[src/rtl/bar_value_conditioner_if.sv]
// Sample-stream handshake between a raw sample producer and bar_value_conditioner.
interface bar_value_conditioner_if;
    logic [11:0] sample;
    logic        sample_valid;
    logic        sample_ready;

    modport master (
        output sample,
        output sample_valid,
        input  sample_ready
    );

    modport slave (
        input  sample,
        input  sample_valid,
        output sample_ready
    );
endinterface

[src/rtl/bar_value_conditioner.sv]
// Boxcar-averages 12-bit samples, scales to pixels with a shift-add multiplier and latches the
// result on vsync rising edges. Optional macro PEAK_HOLD_EN adds peak hold with linear decay.
module bar_value_conditioner #(
    parameter int unsigned X_BITS      = 13,
`ifdef PEAK_HOLD_EN
    parameter int unsigned HOLD_FRAMES = 30,
    parameter int unsigned DECAY_STEP  = 4,
`endif
    parameter int unsigned AVG_LOG2    = 2
) (
    input  logic                    clk,
    input  logic                    rst,
    bar_value_conditioner_if.slave  smp,
    input  logic                    vsync,
    input  logic [X_BITS-1:0]       total_active_pix,
    output logic [11:0]             bar_len,
    output logic                    frame_tick
);
    localparam int unsigned SUM_W  = 12 + AVG_LOG2;
    localparam int unsigned PROD_W = 12 + X_BITS;
    localparam int unsigned CNT_W  = AVG_LOG2 + 1;
    localparam logic [CNT_W-1:0] CNT_LAST = CNT_W'((1 << AVG_LOG2) - 1);

    typedef enum logic [1:0] {StAcc, StMul, StDone} state_e;

    state_e              state;
    logic [SUM_W-1:0]    sum;
    logic [CNT_W-1:0]    count;
    logic [11:0]         mplier;
    logic [PROD_W-1:0]   mcand;
    logic [PROD_W-1:0]   product;
    logic [3:0]          iter;
    logic [11:0]         pending;
    logic                pending_valid;
    logic                vsync_d;

    logic                accept;
    logic                vsync_edge;
    logic [SUM_W-1:0]    sum_next;
    logic [11:0]         avg_next;
    logic [X_BITS-1:0]   scaled;
    logic [11:0]         result;

    assign smp.sample_ready = (state == StAcc) && !rst;
    assign accept     = smp.sample_valid && smp.sample_ready;
    assign vsync_edge = vsync && !vsync_d;
    assign sum_next   = sum + SUM_W'(smp.sample);
    assign avg_next   = sum_next[SUM_W-1:AVG_LOG2];
    assign scaled     = product[PROD_W-1:12];
    assign result     = (32'(scaled) > 32'd4095) ? 12'hfff : 12'(scaled);

`ifdef PEAK_HOLD_EN
    localparam int unsigned HOLD_W = $clog2(HOLD_FRAMES + 2);

    logic [HOLD_W-1:0] hold;
    logic [11:0]       live;
    logic [11:0]       live_now;
    logic [11:0]       decayed;
    logic [11:0]       peak_dec;

    // bar_len doubles as the peak register; decay never drops below the live value.
    assign live_now = pending_valid ? pending : live;
    assign decayed  = (bar_len >= 12'(DECAY_STEP)) ? bar_len - 12'(DECAY_STEP) : 12'd0;
    assign peak_dec = (decayed > live_now) ? decayed : live_now;
`endif

    always_ff @(posedge clk) begin
        vsync_d <= vsync;
        if (rst) begin
            state         <= StAcc;
            sum           <= '0;
            count         <= '0;
            mplier        <= '0;
            mcand         <= '0;
            product       <= '0;
            iter          <= '0;
            pending       <= '0;
            pending_valid <= 1'b0;
            bar_len       <= '0;
            frame_tick    <= 1'b0;
`ifdef PEAK_HOLD_EN
            hold          <= '0;
            live          <= '0;
`endif
        end else begin
            frame_tick <= vsync_edge;

            // Edge logic runs first so a same-cycle DONE re-arms pending for the next frame.
            if (vsync_edge) begin
`ifdef PEAK_HOLD_EN
                if (pending_valid) begin
                    live <= pending;
                end
                if (pending_valid && pending >= bar_len) begin
                    bar_len <= pending;
                    hold    <= HOLD_W'(HOLD_FRAMES);
                end else if (hold != '0) begin
                    hold <= hold - 1'b1;
                end else begin
                    bar_len <= peak_dec;
                end
`else
                if (pending_valid) begin
                    bar_len <= pending;
                end
`endif
                pending_valid <= 1'b0;
            end

            unique case (state)
                StAcc: begin
                    if (accept) begin
                        if (count == CNT_LAST) begin
                            mplier  <= avg_next;
                            mcand   <= PROD_W'(total_active_pix);
                            product <= '0;
                            iter    <= '0;
                            sum     <= '0;
                            count   <= '0;
                            state   <= StMul;
                        end else begin
                            sum   <= sum_next;
                            count <= count + 1'b1;
                        end
                    end
                end
                StMul: begin
                    if (mplier[0]) begin
                        product <= product + mcand;
                    end
                    mcand  <= mcand << 1;
                    mplier <= mplier >> 1;
                    iter   <= iter + 4'd1;
                    if (iter == 4'd11) begin
                        state <= StDone;
                    end
                end
                StDone: begin
                    pending       <= result;
                    pending_valid <= 1'b1;
                    state         <= StAcc;
                end
                default: state <= StAcc;
            endcase
        end
    end
endmodule

[src/flat_wrapper.sv]
// flat-port wrapper written by rule: the top's interface ports become plain ports
module bar_value_conditioner_flat 
#(
    parameter int unsigned X_BITS      = 13,

    parameter int unsigned AVG_LOG2    = 2
)
  (clk, rst, vsync, total_active_pix, bar_len, frame_tick, smp_sample, smp_sample_valid, smp_sample_ready);
  bar_value_conditioner_if smp_i ();
  input  logic clk;
  input  logic rst;
  input  logic vsync;
  input  logic [X_BITS-1:0] total_active_pix;
  output logic [11:0] bar_len;
  output logic frame_tick;
  input wire logic [$bits(smp_i.sample)-1:0] smp_sample;
  input wire logic [$bits(smp_i.sample_valid)-1:0] smp_sample_valid;
  output wire logic [$bits(smp_i.sample_ready)-1:0] smp_sample_ready;
  assign smp_i.sample = smp_sample;
  assign smp_i.sample_valid = smp_sample_valid;
  assign smp_sample_ready = smp_i.sample_ready;
  bar_value_conditioner #(.X_BITS(X_BITS), .AVG_LOG2(AVG_LOG2)) u_core (.clk(clk), .rst(rst), .smp(smp_i), .vsync(vsync), .total_active_pix(total_active_pix), .bar_len(bar_len), .frame_tick(frame_tick));
endmodule
[config.mk]
export PLATFORM = sky130hd
export DESIGN_NAME = bar_value_conditioner_flat
export DESIGN_NICKNAME = d
export VERILOG_FILES = /design/src/rtl/bar_value_conditioner_if.sv /design/src/rtl/bar_value_conditioner.sv /design/src/flat_wrapper.sv
export SDC_FILE = /design/constraint.sdc
export NUM_CORES = 1
export LEC_CHECK = 0
export ABC_AREA = 1
export CORE_MARGIN = 10
export CORE_UTILIZATION = 50
export DETAILED_ROUTE_END_ITERATION = 12
export GPL_TIMING_DRIVEN = 1
export HOLD_SLACK_MARGIN = 0.06
export PLACE_DENSITY = 0.74
export SETUP_SLACK_MARGIN = 0.3
export SYNTH_ARGS = -nofsm -noshare
export SYNTH_HDL_FRONTEND = slang
export SYNTH_SLANG_ARGS = --single-unit
[constraint.sdc]
create_clock -name clk -period 5.09 [get_ports clk]
set_input_delay 1.018 -clock clk [delete_from_list [all_inputs] [get_ports clk]]
set_output_delay 1.018 -clock clk [all_outputs]
set_load 0.05 [all_outputs]
==> results of run 1 <==
[sequential cells by signal (all words and copies together), names as in the netlist, 2 cells and up]
signal / flops
u_core.mcand: 25
u_core.product: 25
u_core.sum: 14
u_core.bar_len: 12
u_core.mplier: 12
u_core.pending: 12
u_core.iter: 4
u_core.count: 3
u_core.state: 2
[metrics by stage]
step	setup slack [ps]	power, W	area (µm²)
floorplan	2430	0.00102	6690
global placement	1770	0.00107	7210
detailed placement	1760	0.00107	7210
CTS	1760	0.00179	7520
global route	1740	0.00185	7520
finish	1780	0.00178	7520
[metal layers]
metal,vias up,wire length (µm),GRT usage
li1,3381,-,-
met1,2871,8080,0.241
met2,124,7280,0.283
met3,24,591,0.0230
met4,0,366,0.0676
met5,-,0,0
[cell usage in the layout, fill, tap and decap left out, types with 7 or more instances in the layout]
cell and instances:
o22ai_1 7, xor2_1 7, nand3b_1 7, ha_1 38
dfxtp_1 112, clkbuf_16 9, or2_2 14, nor2_1 50
nand3_1 65, inv_1 147, o21ai_1 11, a21oi_1 112
nand4_1 11, nand2_1 329, o21ai_0 56, clkdlybuf4s50_1 41
[final cells by class]
| type | instances | share of cell area |
|---|---|---|
| inverters | 151 | 0.0757 |
| repair buffers | 47 | 0.0602 |
| well taps | 176 | 0.0293 |
| clock inverters | 6 | 0.00931 |
| clock buffers | 10 | 0.0318 |
| flip-flops and latches | 112 | 0.298 |
| multi-input cells | 741 | 0.496 |
[worst reg2reg max path, delay by kind of cell, from the launching register on]
family	cells	cell delay (ps)
compound gates	1	60
fa+ha+maj	2	650
buf+inv	2	210
flops	1	370
simple gates	8	900
[cell usage after synthesis (11+ instances only)]
master and n:
a21oi_1 112, buf_2 12, clkbuf_1 19, dfxtp_1 112
ha_1 38, inv_1 147, nand2_1 329, nand3_1 65
nand4_1 11, nor2_1 50, o21ai_0 56, o21ai_1 11
or2_2 14
[power groups by stage]
stage | Sequential [W] | Clock, W | Combinational [W]
after floorplan | 0.000911 | 0 | 0.000109
after global placement | 0.000911 | 0 | 0.000159
after detailed placement | 0.000912 | 0 | 0.000160
after CTS | 0.000891 | 0.000743 | 0.000161
after global routing | 0.000892 | 0.000773 | 0.000183
final | 0.000891 | 0.000732 | 0.000161
[cells by family (layout without fill, tap and decap cells)]
logic type	count (synthesis)	after routing	synth area share
flip-flops	112	112	0.335
AO/OA/AOI/OAI	203	203	0.162
buffers and inverters	185	214	0.108
adder cells (fa/ha/maj)	40	40	0.0771
XOR/XNOR	9	9	0.0118
AND/OR/NAND/NOR	489	489	0.307
[worst max-delay path by stage]
stage	from	to	cells after the start
2_1_floorplan	rst	smp_sample_ready	2
3_3_place_gp	rst	smp_sample_ready	3
3_5_place_dp	rst	smp_sample_ready	3
4_1_cts	rst	smp_sample_ready	3
5_1_grt	rst	smp_sample_ready	3
6_report	rst	smp_sample_ready	3
==> impl_metrics.env, run 1 <==
export IMPL_wire_length_of_the_first_global_routing_pass_mm=27.5
export IMPL_internal_power_contribution_w=0.00131
export IMPL_worstReg2RegEnd="u_core.product[24]"
export IMPL_cts_root_buf="clkbuf_16"
export IMPL_routed_wl_mm=16.3
export IMPL_die_h_um=136
export IMPL_setup_worst_path_class="in2out"
export IMPL_timing_critical_path_fanout_max=24
export IMPL_drc_violations=0
export IMPL_design_final_nets=1131
export IMPL_ys_dominant_reg_cell="dfxtp_1"
export IMPL_area_used_by_multi_input_combinational_logic_um2=3730
export IMPL_critical_path_required_ps=4070
export IMPL_synth_seq_area_share=0.335
export IMPL_final_instance_count_excl_fill=1243
export IMPL_synth_cell_type_count=38
export IMPL_timing_slew_headroom=0.434
export IMPL_leakagePower_nw=3.49
export IMPL_synth_edff_count=0
export IMPL_worst_ep_arrival_time_ps=2300
export IMPL_post_place_cells=1227
export IMPL_fin_util=0.570
export IMPL_die_area_um2=18400
export IMPL_tritoncts_num_sinks=112
export IMPL_worstRegToRegCells=13
export IMPL_grt_ovfl_total=0
export IMPL_cpLargestDelayFamily="buffers and inverters"
export IMPL_grt_start_max_net_pins=43
export IMPL_yosys_area_top_type_share=0.335
export IMPL_layout_worst_path_cycle_share=0.651
export IMPL_timing_fmax_mhz=302
export IMPL_cts_hold_repair_buffers=0
export IMPL_status="complete, no violations"
export IMPL_worst_skew_pair_late_latency_ps=360
export IMPL_placeable_core_region_um2=13200
export IMPL_setup_total_negative_slack_ps=0
export IMPL_initial_antenna_violation_count=0
export IMPL_final_fill_count=1368
export IMPL_synthesis_yosys_warnings=0
export IMPL_holdCritPathClass="reg2reg"
export IMPL_max_vdd_ir_drop_v=0.000160
export IMPL_drt_initial_violations=452
export IMPL_gp_routability_congestion=0.929
export IMPL_register_area_um2=2240
export IMPL_fp_row_count=42
export IMPL_path_clk_slew_ps=80
export IMPL_grt_setup_unrepaired="false"
export IMPL_maxSlewViolCount=0
export IMPL_comb_power_share=0.090
export IMPL_swShare=0.264
export IMPL_num_io_pins=43
export IMPL_post_cts_setup_buffer_count=0
export IMPL_syn_to_final_growth_pct=12.4
export IMPL_largest_stage_delay_worst_path_ps=820
export IMPL_initial_core_util=0.507
export IMPL_crit_path_start_kind="input pin"
export IMPL_post_synth_design_cell_area_um2=6690
export IMPL_h_tree_depth=3
export IMPL_power_switching_w=0.000471
export IMPL_p_per_area_nw_per_um2=237
export IMPL_reg2reg_slack_ps=2790
export IMPL_hold_path_end="u_core.bar_len[4]"
export IMPL_io_buffers=42
export IMPL_wl_per_cell_um=13.1
export IMPL_timing_hold_worst_path_depth=2
export IMPL_hold_violations=0
export IMPL_max_cap_violations=0
export IMPL_floorplan_die_width_um=136
export IMPL_finClkSkew_ps=11.4
export IMPL_cts_inserted_buffers=9
export IMPL_cts_tree="done"
export IMPL_async_reset_ff_frac=0
export IMPL_hp_start="u_core.bar_len[4]"
export IMPL_worstMarginPinSlew_ps=848
export IMPL_routed_via_density=5.15
export IMPL_critical_path_buf_inv_count=2
export IMPL_n_antenna_cell=0
export IMPL_netlist_instances=1038
export IMPL_synth_net_count=1107
export IMPL_pwr_share_clk=0.410
export IMPL_drt_first_pass_iters=7
export IMPL_ys_seq_elements=112
export IMPL_routed_via_count=6400
export IMPL_first_global_vias=5881
export IMPL_layout_drive_gt1_share=0.0469
export IMPL_synth_largest_area_cell="dfxtp_1"
export IMPL_groute_usage_overall=0.179
export IMPL_syn_mean_instance_area_um2=6.45
export IMPL_place_detailed_hpwl_mm=12.2
export IMPL_clockBufferDepth=2
export IMPL_share_of_total_power_in_sequential_cells=0.499
export IMPL_worstReg2RegStart="u_core.mcand[0]"
export IMPL_timing_critical_path_slowest_stage_cell="clkdlybuf4s50_1"
export IMPL_top_area_cells_in_the_synthesized_netlist="dfxtp_1 (34%), nand2_1 (18%), a21oi_1 (8.4%)"
export IMPL_setup_viol_count_final=0
export IMPL_hold_worst_slack_ps=445
export IMPL_drt_antenna_violating_nets=0
export IMPL_min_period_ps=3310
export IMPL_timing_critical_path_cells="buf_2, nor2_2, clkdlybuf4s50_1"
export IMPL_post_cts_resized=0
export IMPL_end_kind="output pin"
Note: power is estimated with default switching activity, not from simulation.
==> run 2, diff against run 1 <==
Settings changed: PLACE_DENSITY 0.74 to 0.77.
Clock period 5.09 ns to 2.9 ns, I/O delays scaled along.
==> impl_metrics.env, run 2 (synthesis results as in run 1) <==
export IMPL_grt_ovfl_total=0
export IMPL_drt_initial_violations=469
export IMPL_dpl_instance_area_um2=7250
export IMPL_crit_path_start_kind="flip-flop"
export IMPL_largest_stage_delay_worst_path_ps=410
export IMPL_num_io_pins=43
export IMPL_first_global_vias=5827
export IMPL_worstMarginPinSlew_ps=631
export IMPL_io_buffers=42
export IMPL_die_h_um=136
export IMPL_grt_setup_unrepaired="false"
export IMPL_worst_ep_arrival_time_ps=2450
export IMPL_setup_total_negative_slack_ps=0
export IMPL_path_clk_slew_ps=80
export IMPL_cts_inserted_buffers=9
export IMPL_gp_routability_congestion=0.932
export IMPL_setup_viol_count_final=0
export IMPL_design_final_nets=1136
export IMPL_groute_usage_overall=0.176
export IMPL_h_tree_depth=3
export IMPL_layout_worst_path_cycle_share=0.761
export IMPL_worst_skew_pair_late_latency_ps=370
export IMPL_hold_violations=0
export IMPL_fin_util=0.573
export IMPL_floorplan_die_width_um=136
export IMPL_critical_path_required_ps=3140
export IMPL_leakagePower_nw=3.51
export IMPL_cts_root_buf="clkbuf_16"
export IMPL_layout_cell_area_non_filler_um2=7560
export IMPL_cts_hold_repair_buffers=0
export IMPL_place_detailed_hpwl_mm=12.2
export IMPL_top_regs="u_core.mcand: 25 flops, u_core.product: 25 flops, u_core.sum: 14 flops"
export IMPL_wire_length_of_the_first_global_routing_pass_mm=27.0
export IMPL_minimum_setup_slack_in_the_final_design_ps=694
export IMPL_finClkSkew_ps=17.4
export IMPL_cts_tree="done"
export IMPL_timing_slew_headroom=0.578
export IMPL_max_cap_violations=0
export IMPL_pre_cts_slack_ps=359
export IMPL_routed_via_count=6464
export IMPL_drt_first_pass_iters=6
export IMPL_post_layout_total_power_w=0.00312
export IMPL_tritoncts_num_sinks=112
export IMPL_setup_worst_path_class="reg2reg"
export IMPL_most_common_layout_cells="nand2_1 (329), inv_1 (147), a21oi_1 (112), dfxtp_1 (112), nand3_1 (65)"
export IMPL_status="complete, no violations"
export IMPL_initial_core_util=0.507
export IMPL_timing_fmax_mhz=453
export IMPL_placeable_core_region_um2=13200
export IMPL_n_antenna_cell=0
export IMPL_end_kind="flip-flop"
export IMPL_post_cts_setup_buffer_count=0
export IMPL_wl_per_cell_um=13.1
export IMPL_timing_critical_path_slowest_stage_cell="fa_1"
export IMPL_fp_row_count=42
export IMPL_timing_critical_path_fanout_max=5
export IMPL_routed_wl_mm=16.3
export IMPL_p_per_area_nw_per_um2=413
export IMPL_initial_antenna_violation_count=0
export IMPL_holdCritPathClass="reg2reg"
export IMPL_drc_violations=0
export IMPL_grt_start_max_net_pins=49
export IMPL_clockBufferDepth=2
export IMPL_max_vdd_ir_drop_v=0.000490
export IMPL_maxSlewViolCount=0
export IMPL_post_cts_resized=0
export IMPL_min_period_ps=2210
export IMPL_most_frequent_standard_cell_in_the_layout_excluding_fill_and_tap_cells="nand2_1"
export IMPL_routed_via_density=5.18
export IMPL_layout_drive_gt1_share=0.0522
export IMPL_syn_to_final_growth_pct=12.9
export IMPL_worst_path_most_repeated_cell="nand2_1"
export IMPL_final_fill_count=1270
export IMPL_timing_critical_path_cells="ha_1, inv_1, fa_1, inv_1, nand3_1, nand2_1, nand2_1, nand2_1, nand2_1, nand3_1, nand2_1, nand3_1, a21oi_1"
export IMPL_die_area_um2=18400
export IMPL_drt_antenna_violating_nets=0
## run 2: per-stage QoR
step | hold slack [ps] | instances
3_5_place_dp | 437 | 1232
4_1_cts | 449 | 1248
6_report | 446 | 1248
3_3_place_gp | 434 | 1232
2_1_floorplan | 437 | 1038
5_1_grt | 475 | 1248
## run 2: critical path, delay by kind of cell, from the launching register on
kind                     cells  cell delay (ps)
AO/OA/AOI/OAI                1               60
buffers and inverters        2              180
AND/OR/NAND/NOR              8              880
flip-flops                   1              360
adder cells (fa/ha/maj)      2              620
## run 2: cell type report
class,instances,area (µm²),share of cell area
multi-input combinational,741,3730,0.493
sequential,112,2240,0.297
inverter,151,569,0.0753
timing repair buffer,52,488,0.0646
clock buffer,9,225,0.0298
tap,176,220,0.0291
clock inverter,7,82.6,0.0109
## run 2: final timing paths
| path | startpoint | end | slack, ps | depth (start not counted) |
|---|---|---|---|---|
| min reg2reg | u_core.bar_len[4] | u_core.bar_len[4] | 450 | 2 |
| min | u_core.bar_len[4] | u_core.bar_len[4] | 450 | 2 |
| max | u_core.mcand[0] | u_core.product[24] | 690 | 13 |
| max reg2reg | u_core.mcand[0] | u_core.product[24] | 690 | 13 |
## run 2: where the power goes
part	switching [W]	internal, W	leakage [nW]
Clock	0.000657	0.000620	0.148
Sequential	0.0000103	0.00155	0.904
Combinational	0.000170	0.000114	2.46
## run 2: layer usage
| metal | global-route usage | vias up | share of wire | routed length (µm) |
|---|---|---|---|---|
| li1 | - | 3384 | - | - |
| met1 | 0.229 | 2906 | 0.48 | 7790 |
| met2 | 0.281 | 150 | 0.45 | 7370 |
| met3 | 0.0367 | 24 | 0.047 | 766 |
| met4 | 0.0670 | 0 | 0.025 | 409 |
| met5 | 0 | - | 0 | 0 |
